===== config.mk =====
export PLATFORM = sky130hd
export DESIGN_NAME = mem_stage
export DESIGN_NICKNAME = d
export VERILOG_FILES = /design/src/rtl/mem_stage.sv
export SDC_FILE = /design/constraint.sdc
export NUM_CORES = 1
export LEC_CHECK = 0
export CORE_MARGIN = 10
export CORE_UTILIZATION = 38
export DETAILED_ROUTE_END_ITERATION = 8
export PLACE_DENSITY = 0.76
export SETUP_SLACK_MARGIN = 0.5
export SYNTH_ARGS = -nofsm -noshare
export SYNTH_HDL_FRONTEND = slang
export SYNTH_SLANG_ARGS = --single-unit

===== constraint.sdc =====
create_clock -name clk -period 1.26 [get_ports clk]
set_input_delay 0.189 -clock clk [delete_from_list [all_inputs] [get_ports clk]]
set_output_delay 0.189 -clock clk [all_outputs]
set_load 0.03 [all_outputs]

===== src/rtl/mem_stage.sv =====
// mem_stage: MEM pipeline stage with stalling data-memory handshake and MEM/WB register.
// Optional MEM_TIMEOUT_EN adds an 8-bit WAIT watchdog and a sticky mem_err output.
module mem_stage (
    input  logic        clk,
    input  logic        rst,
    input  logic [15:0] ex_alu_res,
    input  logic [15:0] ex_store_data,
    input  logic [2:0]  ex_op_dest,
    input  logic        ex_mem_write_en,
    input  logic        ex_wb_mux,
    input  logic        ex_wb_en,
    input  logic [3:0]  opcode_ex_mem,
    output logic        dmem_req,
    output logic        dmem_we,
    output logic [15:0] dmem_addr,
    output logic [15:0] dmem_wdata,
    input  logic [15:0] dmem_rdata,
    input  logic        dmem_ack,
    output logic        mem_stall,
    output logic [15:0] mem_alu_res,
    output logic [15:0] mem_rdata,
    output logic [2:0]  mem_op_dest,
    output logic        mem_wb_mux,
    output logic        mem_wb_en,
    output logic [3:0]  opcode_mem_wb,
    output logic [15:0] mem_fwd_res
`ifdef MEM_TIMEOUT_EN
    ,
    output logic        mem_err
`endif
);
    typedef enum logic {IDLE, WAIT} state_t;
    state_t     state, nxt;
    logic       mem_op, tmo;
    logic [2:0] lat_dest;
    logic       lat_wb_mux, lat_wb_en;
    logic [3:0] lat_opcode;
    assign mem_op = ex_mem_write_en | ex_wb_mux;
    assign mem_fwd_res = mem_wb_mux ? mem_rdata : mem_alu_res;
`ifdef MEM_TIMEOUT_EN
    logic [7:0] cnt;
    assign tmo = (state == WAIT) && (cnt == 8'hff) && !dmem_ack;
    always_ff @(posedge clk or negedge rst) begin
        if (!rst) begin
            cnt     <= '0;
            mem_err <= 1'b0;
        end else begin
            cnt <= (state == WAIT) ? cnt + 8'd1 : 8'd0;
            if (tmo) mem_err <= 1'b1;
        end
    end
`else
    assign tmo = 1'b0;
`endif
    // A timed-out op releases the stall so the upstream drops it instead of retrying forever.
    always_comb begin
        nxt       = state;
        mem_stall = 1'b0;
        if (state == IDLE) begin
            mem_stall = mem_op;
            nxt       = mem_op ? WAIT : IDLE;
        end else begin
            mem_stall = !dmem_ack && !tmo;
            nxt       = (dmem_ack || tmo) ? IDLE : WAIT;
        end
    end
    always_ff @(posedge clk or negedge rst) begin
        if (!rst) begin
            state         <= IDLE;
            dmem_req      <= 1'b0;
            dmem_we       <= 1'b0;
            dmem_addr     <= '0;
            dmem_wdata    <= '0;
            lat_dest      <= '0;
            lat_wb_mux    <= 1'b0;
            lat_wb_en     <= 1'b0;
            lat_opcode    <= '0;
            mem_alu_res   <= '0;
            mem_rdata     <= '0;
            mem_op_dest   <= '0;
            mem_wb_mux    <= 1'b0;
            mem_wb_en     <= 1'b0;
            opcode_mem_wb <= '0;
        end else begin
            state         <= nxt;
            mem_alu_res   <= '0;
            mem_rdata     <= '0;
            mem_op_dest   <= '0;
            mem_wb_mux    <= 1'b0;
            mem_wb_en     <= 1'b0;
            opcode_mem_wb <= '0;
            if (state == IDLE) begin
                if (mem_op) begin
                    dmem_req   <= 1'b1;
                    dmem_we    <= ex_mem_write_en;
                    dmem_addr  <= ex_alu_res;
                    dmem_wdata <= ex_store_data;
                    lat_dest   <= ex_op_dest;
                    lat_wb_mux <= ex_wb_mux;
                    lat_wb_en  <= ex_wb_en;
                    lat_opcode <= opcode_ex_mem;
                end else begin
                    mem_alu_res   <= ex_alu_res;
                    mem_op_dest   <= ex_op_dest;
                    mem_wb_en     <= ex_wb_en;
                    opcode_mem_wb <= opcode_ex_mem;
                end
            end else if (dmem_ack) begin
                dmem_req      <= 1'b0;
                dmem_we       <= 1'b0;
                mem_alu_res   <= dmem_addr;
                mem_rdata     <= lat_wb_mux ? dmem_rdata : 16'h0;
                mem_op_dest   <= lat_dest;
                mem_wb_mux    <= lat_wb_mux;
                mem_wb_en     <= lat_wb_en;
                opcode_mem_wb <= lat_opcode;
            end else if (tmo) begin
                dmem_req <= 1'b0;
                dmem_we  <= 1'b0;
            end
        end
    end
endmodule

==> summary.md <==
| Metric | Value |
|---|---|
| Flop2flop setup slack | `-0.38 ns` |
| Setup WS post-layout | `-0.383 ns` |
| Pwr Total | `0.0101 W` |
| Slowest CP cell | `dfrtp_1` |
| Minimum clock period | `1.64 ns` |
| Clock-pin slew on the worst setup and hold paths | `0.09 ns` |
| Die height | `116 um` |
| Final Hold Fails | `85` |
| CP Buf/Inv Count | `4` |
| Failing checks | `negative hold slack, negative setup slack` |
| Worst path cell trace | `buf_6, buf_6, or2_4, buf_12, clkbuf_16, mux2_4` |
| R2r startpoint | `state` |
| Post-synthesis compound-gate area fraction | `0.0420` |
| Largest family of logic cells by synthesized area | `multiplexers` |
| CTS H-tree depth | `3` |
| Number of max-cap violations | `0` |
| Startpoint types | `flip-flop` |
| WL final | `11900 um` |
| CP arrival | `1.89 ns` |
| Worst Skew | `0.00995 ns` |
| Total Neg Setup Slack | `-24.49 ns` |
| Max VDD drop | `0.000942 V` |
| Pre-antenna DRT Iters | `4` |
| Most used cell along the critical path | `buf_6` |
| DR vias | `2874` |
| I/O pin count | `153` |
| Core area | `8850 um2` |
| Crit path max-delay family | `buffers and inverters` |
| Final core utilization | `0.755` |
| Slowest stage delay, CP | `0.41 ns` |
| Share of the clock period used by the worst path | `1.30` |
| Final setup fails | `100` |
| Leak | `3.24 nW` |
| Rel. slew slack | `0.676` |
| Max Transition Viols Final | `0` |
| CTS Buffer Depth | `2` |
| Mux contribution to synthesized area | `0.224` |
| Largest net degree at the start of global routing | `86` |
| Worst skew pair latency | `0.36 ns` |
| Initial antenna violation count | `0` |
| Area grow syn2layout | `91.5%` |
| Mapped Nets | `323` |
| GPL Wtd Cong | `0.742` |
| FF-to-FF End | `dmem_addr[9]` |
| Worst slew pin tran | `0.486 ns` |
| Layout net count | `544` |
| Synth Register Bits | `85` |
| CTS tree | `yes` |
| DPL Wire Length | `7530 um` |
| First-pass GRT wire length | `17400 um` |
| Crit. End Element | `flip-flop` |
| Vias per inst | `4.82` |
| Synth warnings | `0` |
| Xor and xnor area share after synthesis | `0` |
| Clock sinks | `85` |
| Pwr/cell area | `1510 nW/um2` |
| Fmax | `609 MHz` |
| Cells after synthesis | `262` |
| Initial drt markers | `73` |
| Synth Area in Simple Gates | `0.0947` |
| Post-synthesis cell type count | `20` |
| WS Path Type | `reg -> reg` |
| Die area | `13400 um2` |
| Path depth of the worst reg2reg path | `6` |
| Initial Util | `0.394` |
| Synth Area in Adders | `0` |
| Mapped Area | `3490 um2` |
| Total clock buffers created by CTS | `9` |
| Hold Crit Class | `in -> async` |
| Vias in the first global route | `3071` |
| Status | `finished, violations left` |
| Clk Tree Root Cell | `clkbuf_8` |
| Routed length per instance | `20.0 um` |
| Diode count | `0` |
| Drt drc | `0` |
| CP Max Fanout | `5` |
| RSZ-0062 raised after global routing | `true` |
| Worst hold margin | `-0.187 ns` |
| Worst Path Required | `1.51 ns` |
| GRT Residual Overflow | `0` |
| Layout cell share with drive strength beyond 1 | `0.607` |
| Standard-cell rows | `34` |
| Avg Cell Area, Syn | `13.3 um2` |
| Routed Antenna Nets | `0` |
| Total GRT Usage | `0.168` |
| I/O Buffers | `152` |
| Seq/Total Area, Yosys | `0.610` |
| Die width | `116 um` |
==> cells in the final DEF (no fill, tap or decap), types with 2 or more instances in the layout <==
cell type,count
nand2_1,36
buf_6,101
buf_16,8
and2_4,11
o21ai_4,2
clkinvlp_4,3
buf_12,14
dfrtp_1,81
nor2_4,2
o21ai_2,18
mux2_4,56
dfrtp_2,4
bufinv_16,2
buf_8,2
o21ai_1,6
clkbuf_16,2
buf_4,40
and2_1,6
inv_1,2
clkdlybuf4s50_1,59
clkbuf_8,9
nand2_4,5
nand2_2,7
==> per-stage QoR <==
stage	hold WS (ns)	setup WS, ns	instance area (um2)	cells
floorplan	-0.107	-0.0584	3660	262
global placement	0.255	-0.473	5280	523
detailed placement	0.265	-0.522	5280	523
CTS	-0.129	-0.368	6280	578
global route	-0.120	-0.408	6680	596
finish	-0.187	-0.383	6680	596
==> flip-flops by register name, indices dropped and copies added, names as in the netlist, 3 cells and up <==
name	count
opcode_mem_wb	4
mem_rdata	16
lat_opcode	4
lat_dest	3
mem_alu_res	16
mem_op_dest	3
dmem_addr	16
dmem_wdata	16
==> kinds of logic (layout without fill, tap and decap cells) <==
family / Yosys count / after routing
and+or+nand+nor: 73 / 73
muxes: 56 / 56
AOI/OAI and AO/OA: 29 / 29
buffers and inverters: 19 / 245
DFF: 85 / 85
==> routing by layer <==
metal	up-vias	GRT usage	part of all wire
li1	1323	-	-
met1	1449	0.197	0.39
met2	86	0.294	0.53
met3	16	0.0491	0.063
met4	0	0.0467	0.015
met5	-	0	0
==> worst register-to-register path, stage by stage (launching register included) <==
cell and delay [ns]:
dfrtp_1 0.41, buf_6 0.12, buf_6 0.10, or2_4 0.31, buf_12 0.16, clkbuf_16 0.15, mux2_4 0.29
==> synth_stat cells (all sizes together) <==
| cell | count | area share |
|---|---|---|
| and2 | 17 | 0.030 |
| mux2 | 56 | 0.22 |
| nor2 | 2 | 0.0029 |
| nand2 | 48 | 0.052 |
| or2 | 1 | 0.0018 |
| clkbuf | 11 | 0.012 |
| nand2b | 1 | 0.0018 |
| dfrtp | 85 | 0.61 |
| o21ai | 26 | 0.037 |
| buf | 6 | 0.016 |
| nor3 | 2 | 0.0029 |
| and3 | 1 | 0.0018 |
| a21oi | 2 | 0.0029 |
| o22ai | 1 | 0.0018 |
| inv | 2 | 0.0022 |
| nand3 | 1 | 0.0014 |
==> how the worst max path moves through the flow <==
stage | from | endpoint | slack [ns] | cells past startpoint
5_1_grt | state | mem_stall | -0.41 | 5
3_5_place_dp | ex_mem_write_en | dmem_addr[2] | -0.52 | 5
3_3_place_gp | ex_mem_write_en | dmem_wdata[11] | -0.47 | 5
6_report | state | dmem_addr[9] | -0.38 | 6
4_1_cts | state | dmem_wdata[3] | -0.37 | 5
2_1_floorplan | mem_wb_mux | mem_fwd_res[10] | -0.06 | 3
==> layout make-up <==
| class | count | area, um2 |
|---|---|---|
| clock buffer | 9 | 124 |
| clock inverter | 7 | 98.8 |
| fill | 571 | 2170 |
| inverter | 2 | 7.51 |
| multi-input combinational | 158 | 1540 |
| sequential | 85 | 2130 |
| tap | 108 | 135 |
| timing repair buffer | 227 | 2640 |
==> report_power, final <==
group | leakage (nW) | switching (W) | total [W] | internal (W)
Combinational | 2.08 | 0.00197 | 0.00439 | 0.00242
Sequential | 1.06 | 0.000360 | 0.00353 | 0.00317
Clock | 0.103 | 0.00107 | 0.00220 | 0.00113
Total | 3.24 | 0.00340 | 0.0101 | 0.00671
==> what timing repair did <==
item                                    4_1_cts  5_1_grt
gates resized for setup                     477       66
hold endpoints to repair                     85       85
buffers inserted                             30       16
endpoints found under the setup margin      177      177
cloned                                        9        2
pin swaps                                     3       17
Note: power is estimated with default switching activity, not from simulation.
